<file path="src/rtl/fma_normalize_round.sv">
// fma_normalize_round: last FP32 FMA stage. S1 finds the leading one and aligns it. S2 rounds (RNE) and packs.
// Define FMA_FTZ_EN to flush results whose pre-round exponent is <= 0 to signed zero.
module fma_normalize_round #(
  parameter int SUM_W = 74,
  parameter int EXP_W = 10,
  parameter int POINT = 46
) (
  input  logic             clk,
  input  logic             rst,
  input  logic             in_valid,
  output logic             in_ready,
  input  logic             in_sign,
  input  logic [EXP_W-1:0] in_exp,
  input  logic [SUM_W-1:0] in_sum,
  input  logic             in_nan,
  input  logic             in_inf,
  output logic             out_valid,
  input  logic             out_ready,
  output logic [31:0]      out_result
);
  localparam int EW = EXP_W + 1;
  localparam int PW = $clog2(SUM_W);
  localparam int FW = 23;

  typedef struct packed {
    logic          sign;
    logic          nan;
    logic          inf;
    logic          zero;
`ifdef FMA_FTZ_EN
    logic          tiny;
`endif
    logic [EW-1:0] exp;
    logic          hidden;
    logic [FW-1:0] frac;
    logic          guard;
    logic          sticky;
  } s1_t;

  // Handshake: a word moves on a rising edge where valid && ready. A producer keeps valid and data
  // steady until that edge. A stage loads when it is empty or when its current word leaves this cycle.
  logic        s1_valid_q, s1_valid_d;
  logic        s2_valid_q, s2_valid_d;
  logic        s1_load, s2_load;
  s1_t         s1_q, s1_d, s1_new;
  logic [31:0] res_q, res_d, res_new;

  assign s2_load    = !s2_valid_q || out_ready;
  assign s1_load    = !s1_valid_q || s2_load;
  assign in_ready   = s1_load;
  assign out_valid  = s2_valid_q;
  assign out_result = res_q;

  logic [PW-1:0]    lead_pos;
  logic [SUM_W-1:0] norm_sum, aligned;
  logic [EW-1:0]    e_pre;
  logic             tiny, lost;
`ifndef FMA_FTZ_EN
  logic [EW-1:0]      sub_amt;
  logic [PW-1:0]      sub_sh;
  logic [2*SUM_W-1:0] sub_wide;
`endif

  always_comb begin
    lead_pos = '0;
    for (int i = 0; i < SUM_W; i++) begin
      if (in_sum[i]) lead_pos = PW'(i);
    end
  end

  always_comb begin
    norm_sum = in_sum << (PW'(SUM_W - 1) - lead_pos);
    e_pre    = {in_exp[EXP_W-1], in_exp} + EW'(lead_pos) - EW'(POINT);
    tiny     = e_pre[EW-1] || (e_pre == '0);
`ifdef FMA_FTZ_EN
    aligned  = norm_sum;
    lost     = 1'b0;
`else
    // Tiny values slide right by 1-E. Bits pushed past the bottom are kept only as sticky.
    sub_amt  = EW'(1) - e_pre;
    sub_sh   = '0;
    if (tiny) sub_sh = (sub_amt > EW'(SUM_W)) ? PW'(SUM_W) : sub_amt[PW-1:0];
    sub_wide = {norm_sum, {SUM_W{1'b0}}} >> sub_sh;
    aligned  = sub_wide[2*SUM_W-1:SUM_W];
    lost     = |sub_wide[SUM_W-1:0];
`endif
    s1_new        = '0;
    s1_new.sign   = in_sign;
    s1_new.nan    = in_nan;
    s1_new.inf    = in_inf;
    s1_new.zero   = (in_sum == '0);
`ifdef FMA_FTZ_EN
    s1_new.tiny   = tiny;
`endif
    s1_new.exp    = tiny ? '0 : e_pre;
    s1_new.hidden = aligned[SUM_W-1];
    s1_new.frac   = aligned[SUM_W-2 -: FW];
    s1_new.guard  = aligned[SUM_W-2-FW];
    s1_new.sticky = (|aligned[SUM_W-3-FW:0]) || lost;

    s1_d       = s1_load ? s1_new : s1_q;
    s1_valid_d = s1_load ? in_valid : s1_valid_q;
  end

  logic          inc;
  logic [FW+1:0] mant;
  logic [EW-1:0] e_rnd;

  always_comb begin
    inc  = s1_q.guard && (s1_q.sticky || s1_q.frac[0]);
    mant = {1'b0, s1_q.hidden, s1_q.frac} + (FW+2)'(inc);
    // A subnormal that rounds into the hidden bit becomes the smallest normal.
    e_rnd = (s1_q.exp == '0) ? EW'(mant[FW]) : s1_q.exp + EW'(mant[FW+1]);

    if (s1_q.nan)                res_new = 32'h7FC0_0000;
    else if (s1_q.inf)           res_new = {s1_q.sign, 8'hFF, 23'h0};
    else if (s1_q.zero)          res_new = {s1_q.sign, 31'h0};
`ifdef FMA_FTZ_EN
    else if (s1_q.tiny)          res_new = {s1_q.sign, 31'h0};
`endif
    else if (e_rnd >= EW'(255))  res_new = {s1_q.sign, 8'hFF, 23'h0};
    else                         res_new = {s1_q.sign, e_rnd[7:0], mant[FW-1:0]};

    res_d      = s2_load ? res_new : res_q;
    s2_valid_d = s2_load ? s1_valid_q : s2_valid_q;
  end

  always_ff @(posedge clk) begin
    if (rst) begin
      s1_valid_q <= 1'b0;
      s2_valid_q <= 1'b0;
      s1_q       <= '0;
      res_q      <= '0;
    end else begin
      s1_valid_q <= s1_valid_d;
      s2_valid_q <= s2_valid_d;
      s1_q       <= s1_d;
      res_q      <= res_d;
    end
  end
endmodule

</file>
<file path="config.mk">
export PLATFORM = sky130hd
export DESIGN_NAME = fma_normalize_round
export DESIGN_NICKNAME = d
export VERILOG_FILES = /design/src/rtl/fma_normalize_round.sv
export SDC_FILE = /design/constraint.sdc
export NUM_CORES = 1
export LEC_CHECK = 0
export ABC_AREA = 1
export BUFFER_PORTS_ARGS = -buffer_cell sky130_fd_sc_hd__buf_2
export CELL_PAD_IN_SITES_DETAIL_PLACEMENT = 1
export CELL_PAD_IN_SITES_GLOBAL_PLACEMENT = 1
export CORE_UTILIZATION = 42
export CTS_BUF_LIST = sky130_fd_sc_hd__clkbuf_4
export CTS_CLUSTER_DIAMETER = 150
export DETAILED_ROUTE_END_ITERATION = 10
export GPL_TIMING_DRIVEN = 0
export HOLD_SLACK_MARGIN = 0.15
export PLACE_DENSITY = 0.95
export SYNTH_ARGS = -nofsm -noshare
export SYNTH_HDL_FRONTEND = slang
export SYNTH_SLANG_ARGS = --single-unit
</file>
<file path="constraint.sdc">
create_clock -name clk -period 12.5 [get_ports clk]
set_clock_uncertainty 0.15 [all_clocks]
set_input_delay 1.25 -clock clk [delete_from_list [all_inputs] [get_ports clk]]
set_output_delay 1.25 -clock clk [all_outputs]
set_load 0.05 [all_outputs]
</file>
---- Yosys cells after proc, flatten, opt, wreduce, memory -nomap -nowiden ----
Cells that the tools add are included.
word-level totals
  memories ................................ 0
  word-level logic and storage cells ...... 116
  bits in latches ......................... 0
  memory bits (read-only) ................. 0
  input port bits ......................... 91
  register bits ........................... 75
  memory bits (writable) .................. 0
cells by class
  bitwise logic cells ..................... 0
  add/subtract/negate cells ............... 6
  $mul .................................... 0
  multiplexer cells ....................... 81
  divide/modulo/power cells ............... 0
  order comparisons ....................... 2
  reduce and logical (&&, ||, !) cells .... 13
  equality and inequality tests ........... 0
  shifts and indexed selects .............. 2
operator list
  kind                     number
  $mux W7                  74
  $shr A148 B7 Y148        1
  $mux W31                 3
  $logic_not A74 Y1        1
  $reduce_or A74 Y1        1
  $shl A74 B7 Y74          1
  $reduce_or A49 Y1        1
  $mux W32                 1
  $add A24 B1 Y25          1
  $logic_not A11 Y1        2
  $mux W11                 2
  $add A10 B8 Y11          1
  $add A11 B1 Y11          1
  $ge A11 B8 Y1 const B    1
  $gt A11 B7 Y1 const B    1
  $sub A1 B11 Y11 const A  1
  $sub A11 B6 Y11 const B  1
  $sub A7 B7 Y7 const A    1
  $logic_or A1 B1 Y1       5
  $logic_not A1 Y1         2
  $logic_and A1 B1 Y1      1
  $mux W1                  1

---- Logic depth before layout (Yosys ltp) ----
  depth in word-level cells ............... 82
  depth in mapped cells ................... 114
  mapped depth without buffers ............ 112

---- Worst setup path before layout ----
Ideal clock, no wire load.
  path kind ............................... input to register
  start point ............................. input port in_sum[2]
  end point ............................... register s1_q[0] (netlist bit)
  slack ................................... 3.040 ns
  stages on the path ...................... 106
  buffers on the path ..................... 3
  library setup time ...................... 0.121 ns
  arrival time ............................ 9.189 ns
  cells stage by stage .................... inv_1 > nand2_1 > nand2_1 > nand2_1 > nand2_1 > nand2_1 > nand2_1 > nand2_1 > nand2_1 > nand2_1 > nand2_1 > nand2_1 > nand2_1 > nand2_1 > nand2_1 > nand2_1 > nand2_1 > nand2_1 > [... 70 more ...] > buf_1 > nand3_1 > nand3_1 > nand3_1 > nand2_1 > nand2_1 > nor2_1 > nand2_1 > nand2_1 > nand2_1 > nand2_1 > nand2_1 > nor2_1 > nand3_1 > nor2_1 > nand3_1 > nor2_1 > nor2_1
on the way
  cells in the longest elaborated chain, start to end .. 81
  elaborated cells between the ends (all ways) .. 86
RTL lines
  what                                                           RTL line  RTL
  start: declaration                                             14        input logic [SUM_W-1:0] in_sum,
  $mux W7 (72 in a row)                                          67        if (in_sum[i]) lead_pos = PW'(i);
  $add A10 B8 Y11                                                73        e_pre = {in_exp[EXP_W-1], in_exp} + EW'(lead_pos) - EW'(POINT);
  $sub A11 B6 Y11                                                73
  $sub A1 B11 Y11                                                80        sub_amt = EW'(1) - e_pre;
  $gt A11 B7 Y1                                                  82        if (tiny) sub_sh = (sub_amt > EW'(SUM_W)) ? PW'(SUM_W) : sub_amt[PW-1:0];
  $mux W7 (2 in a row)                                           82
  $shr A148 B7 Y148 *                                            83        sub_wide = {norm_sum, {SUM_W{1'b0}}} >> sub_sh;
  $reduce_or A74 Y1 / $reduce_or A49 Y1 (equally long branches)  85, 99
  $logic_or A1 B1 Y1 *                                           99        s1_new.sticky = (|aligned[SUM_W-3-FW:0]) || lost;
  end signal: assignment                                         132       s1_q <= '0;
  end signal: assignment                                         137       s1_q <= s1_d;
  end: declaration                                               45        s1_t s1_q, s1_d, s1_new;
Every way passes the cells marked *; elsewhere a longest branch is shown, timed or not.
A chain may end at the register's enable or synchronous reset.

---- Worst setup path after layout ----
Ends and elaborated chain as after synthesis.

==> metrics.md <==
| Metric | Value |
|---|---|
| Depth of the CTS H-tree | 3 |
| Vias/cell | 6.87 |
| Outcome | completed |
| Bufs on Longest Clock Path | 2 |
| Die width | 202 um |
| Area contributors post-synth | nand3_1 (36%), nand2_1 (26%), dfxtp_1 (8.9%) |
| Leak Pwr | 0.00924 uW |
| DRT Pass-1 Iters | 6 |
| Die Height | 202 um |
| VDD IR max | 50.3 uV |
| Area of the multi-input gates | 0.0136 sq mm |
| Tot Pwr | 2090 uW |
| Core Footprint | 0.0391 sq mm |
| Remaining DRCs | 0 |
| Vias in the first global route | 28400 |
| I/O Pins | 125 |
| Final Util | 47.0% |
| Worst endpoint required time | 12710 ps |
| Post-synth top area share | 35.9% |
| Max Fclk | 86.5 MHz |
| CP Capture Type | flip-flop |
| Initial Util | 43.1% |
| Grt ovf | 0 |
| Worst-Skew Late Latency | 470 ps |
| Pwr/cell area | 114 mW/mm^2 |
| Startpoint type of the worst setup path | input pin |
| Largest net degree at the start of global routing | 14 |
| Synthesized area | 0.0168 sq mm |
| First-pass GRT wire length | 166 mm |
| Placer Congestion | 1.14 |
| Most frequent CP cell | nand2_1 |
| Count of cell types in the netlist | 53 |
| Hold Vio Cnt, Final | 0 |
| Hold Path Class | reg2reg |
| Register area | 0.00150 sq mm |
| Layout fillers | 6188 |
| WL/cell | 26.9 um |
| Yosys warns | 0 |
| Total Wirelength | 110 mm |
| Clock root cell | clkbuf_4 |
| Antenna Violating Nets Remaining | 0 |
| Period minus WS final | 11560 ps |
| Die area | 0.0409 sq mm |
| Synth-to-Final Area Change | 9.14% |
| PortBufs | 123 |
| DP HPWL | 89.1 mm |
| Seq/Total Area, Yosys | 8.92% |
| Slowest-stage cell, CP | fa_1 |
| Avg Inst Size Synth | 4.89 sq um |
| Critical path type | in2reg |
| CP Max Fanout | 10 |
| Inserted Clock Buffers | 9 |
| Vias post-DR | 28200 |
| Slew @ Worst Pin | 1080 ps |
| Mapped Nets | 3553 |
| Layout cells sized above 1 | 7.57% |
| Seq cells post-synth | 75 |
| Overall Global Routing Usage | 52.6% |
| NumNets Final | 3690 |
| Max_cap viols | 0 |
| Post-Synthesis Cells | 3439 |
| Slew margin rel. | 27.4% |
| Max-slew violations | 0 |
| Leading area contributor after synthesis | nand3_1 |
| CP arrival | 11770 ps |
| Final Cycle Share | 92.5% |
| Rows | 72 |
| Clock tree sinks | 75 |
| Final setup violation count | 0 |
| Initial antenna violation count | 4 |
| DR iter-0 viols | 4633 |
| CTS tree | yes |
| CTS clk-pin slew, worst paths | 130 ps |
| Worst stage delay on the critical path | 470 ps |
flip-flops by register name (all words and copies together), names as in the netlist:
name,count
out_result,32
s1_q,41
s1_valid_q,1
out_valid,1
placed cells by master, fill, tap and decap left out, types with 3 or more instances in the layout:
cell	count
a21oi_1	97
a31oi_1	7
and2_1	5
buf_1	50
buf_2	169
buf_4	6
buf_6	8
clkbuf_1	94
clkbuf_2	25
clkbuf_4	10
clkinv_1	6
dfxtp_1	75
ha_1	22
inv_1	183
inv_2	15
nand2_1	1168
nand2_2	3
nand3_1	1208
nand3b_1	4
nand4_1	87
nor2_1	157
nor2_2	6
nor3_1	13
nor4_1	3
o211ai_1	12
o21a_1	5
o21ai_0	32
o21ai_1	40
o21ai_2	3
o21bai_1	8
o221a_2	3
or2_1	3
or2_2	6
xnor2_1	3
xor2_1	10
final cells by class:
cell class / instances / area share (%)
inverter: 203 / 4.15
multi-input combinational: 2933 / 74.2
buffer: 228 / 5.57
sequential: 75 / 8.17
tap: 518 / 3.53
clock buffer: 10 / 0.409
antenna: 1 / 0.0136
timing repair buffer: 126 / 3.61
clock inverter: 6 / 0.361
cell usage after synthesis, drive strengths merged:
master,instances
a31oi,7
a311oi,1
a21boi,2
o211ai,12
clkinv,5
nand3,1210
nor4,4
xnor2,3
nor2,164
inv,198
nand2,1173
nand3b,4
nor4b,1
and2,5
a21oi,97
mux2i,1
fa,1
o21ai,76
nor3,14
a2bb2oi,1
o21bai,8
or2,9
ha,22
o21a,5
a211oi,2
o2111ai,1
a221oi,2
nand4,87
a31o,1
or3,1
a22o,1
dfxtp,75
o22ai,1
buf,120
o221a,3
o311ai,1
xor2,11
nor3b,1
and3,1
clkbuf,108
power breakdown:
| group | total (uW) | internal [uW] | switching (uW) | leakage [uW] |
|---|---|---|---|---|
| clock network | 160 | 63.0 | 96.5 | 0.0000702 |
| registers | 284 | 260 | 24.7 | 0.000613 |
| logic | 1640 | 426 | 1220 | 0.00856 |
through the flow:
| step | instances | instance area (sq um) | hold WS, ps | setup TNS (ps) | setup WS [ps] |
|---|---|---|---|---|---|
| floorplan | 3439 | 16800 | 286 | 0 | 3040 |
| global placement | 4080 | 18100 | 301 | 0 | 309 |
| detailed placement | 4080 | 18100 | 309 | 0 | 55.9 |
| CTS | 4096 | 18200 | 336 | 0 | 373 |
| global route | 4099 | 18400 | 363 | -12.1 | -12.1 |
| finish | 4100 | 18400 | 340 | 0 | 941 |
critical path: cells and delay by family:
kind / cells / cell delay [ps]
and+or+nand+nor: 98 / 7860
adders and majority gates: 3 / 940
xor gates and xnor gates: 1 / 260
buffers and inverters: 10 / 1410
cells by family (layout without fill, tap and decap cells):
group / count (synthesis) / count (layout) / share of synthesized area [%]
buffers and inverters: 431 / 573 / 10.4
xor gates and xnor gates: 14 / 14 / 0.728
muxes: 1 / 1 / 0.0595
AOI/OAI and AO/OA: 221 / 221 / 7.42
and+or+nand+nor: 2674 / 2674 / 70.7
other: 0 / 1 / 0
DFF: 75 / 75 / 8.92
adders and majority gates: 23 / 23 / 1.75
metal layers:
metal	global-route usage [%]	up-vias	share of wire [%]	routed length (um)
met5	0	-	0.031	34
met4	24.6	6	5.2	5690
met3	19.0	567	15	16900
met2	79.1	2360	41	44900
met1	66.2	13300	39	42700
li1	-	11900	-	-
final timing paths:
kind | slack [ps] | from | end | cells after the start
setup / recovery | 940 | in_sum[2] | s1_q[0]$_SDFFE_PP0P_ | 112
hold / removal | 340 | out_result[17]$_SDFFE_PP0P_ | out_result[17]$_SDFFE_PP0P_ | 2
hold reg to reg | 340 | out_result[17]$_SDFFE_PP0P_ | out_result[17]$_SDFFE_PP0P_ | 2
setup reg to reg | 5530 | s1_q[2]$_SDFFE_PP0P_ | out_result[0]$_SDFFE_PP0P_ | 33
timing repair:
item / in CTS / in global routing
hold buffers: 0 / 0
setup buffers: 0 / 3
hold endpoints to repair: 0 / 0
setup endpoints to repair: 0 / 3
resized for setup: 0 / 54
No activity file was read; power rests on OpenSTA's default activity.
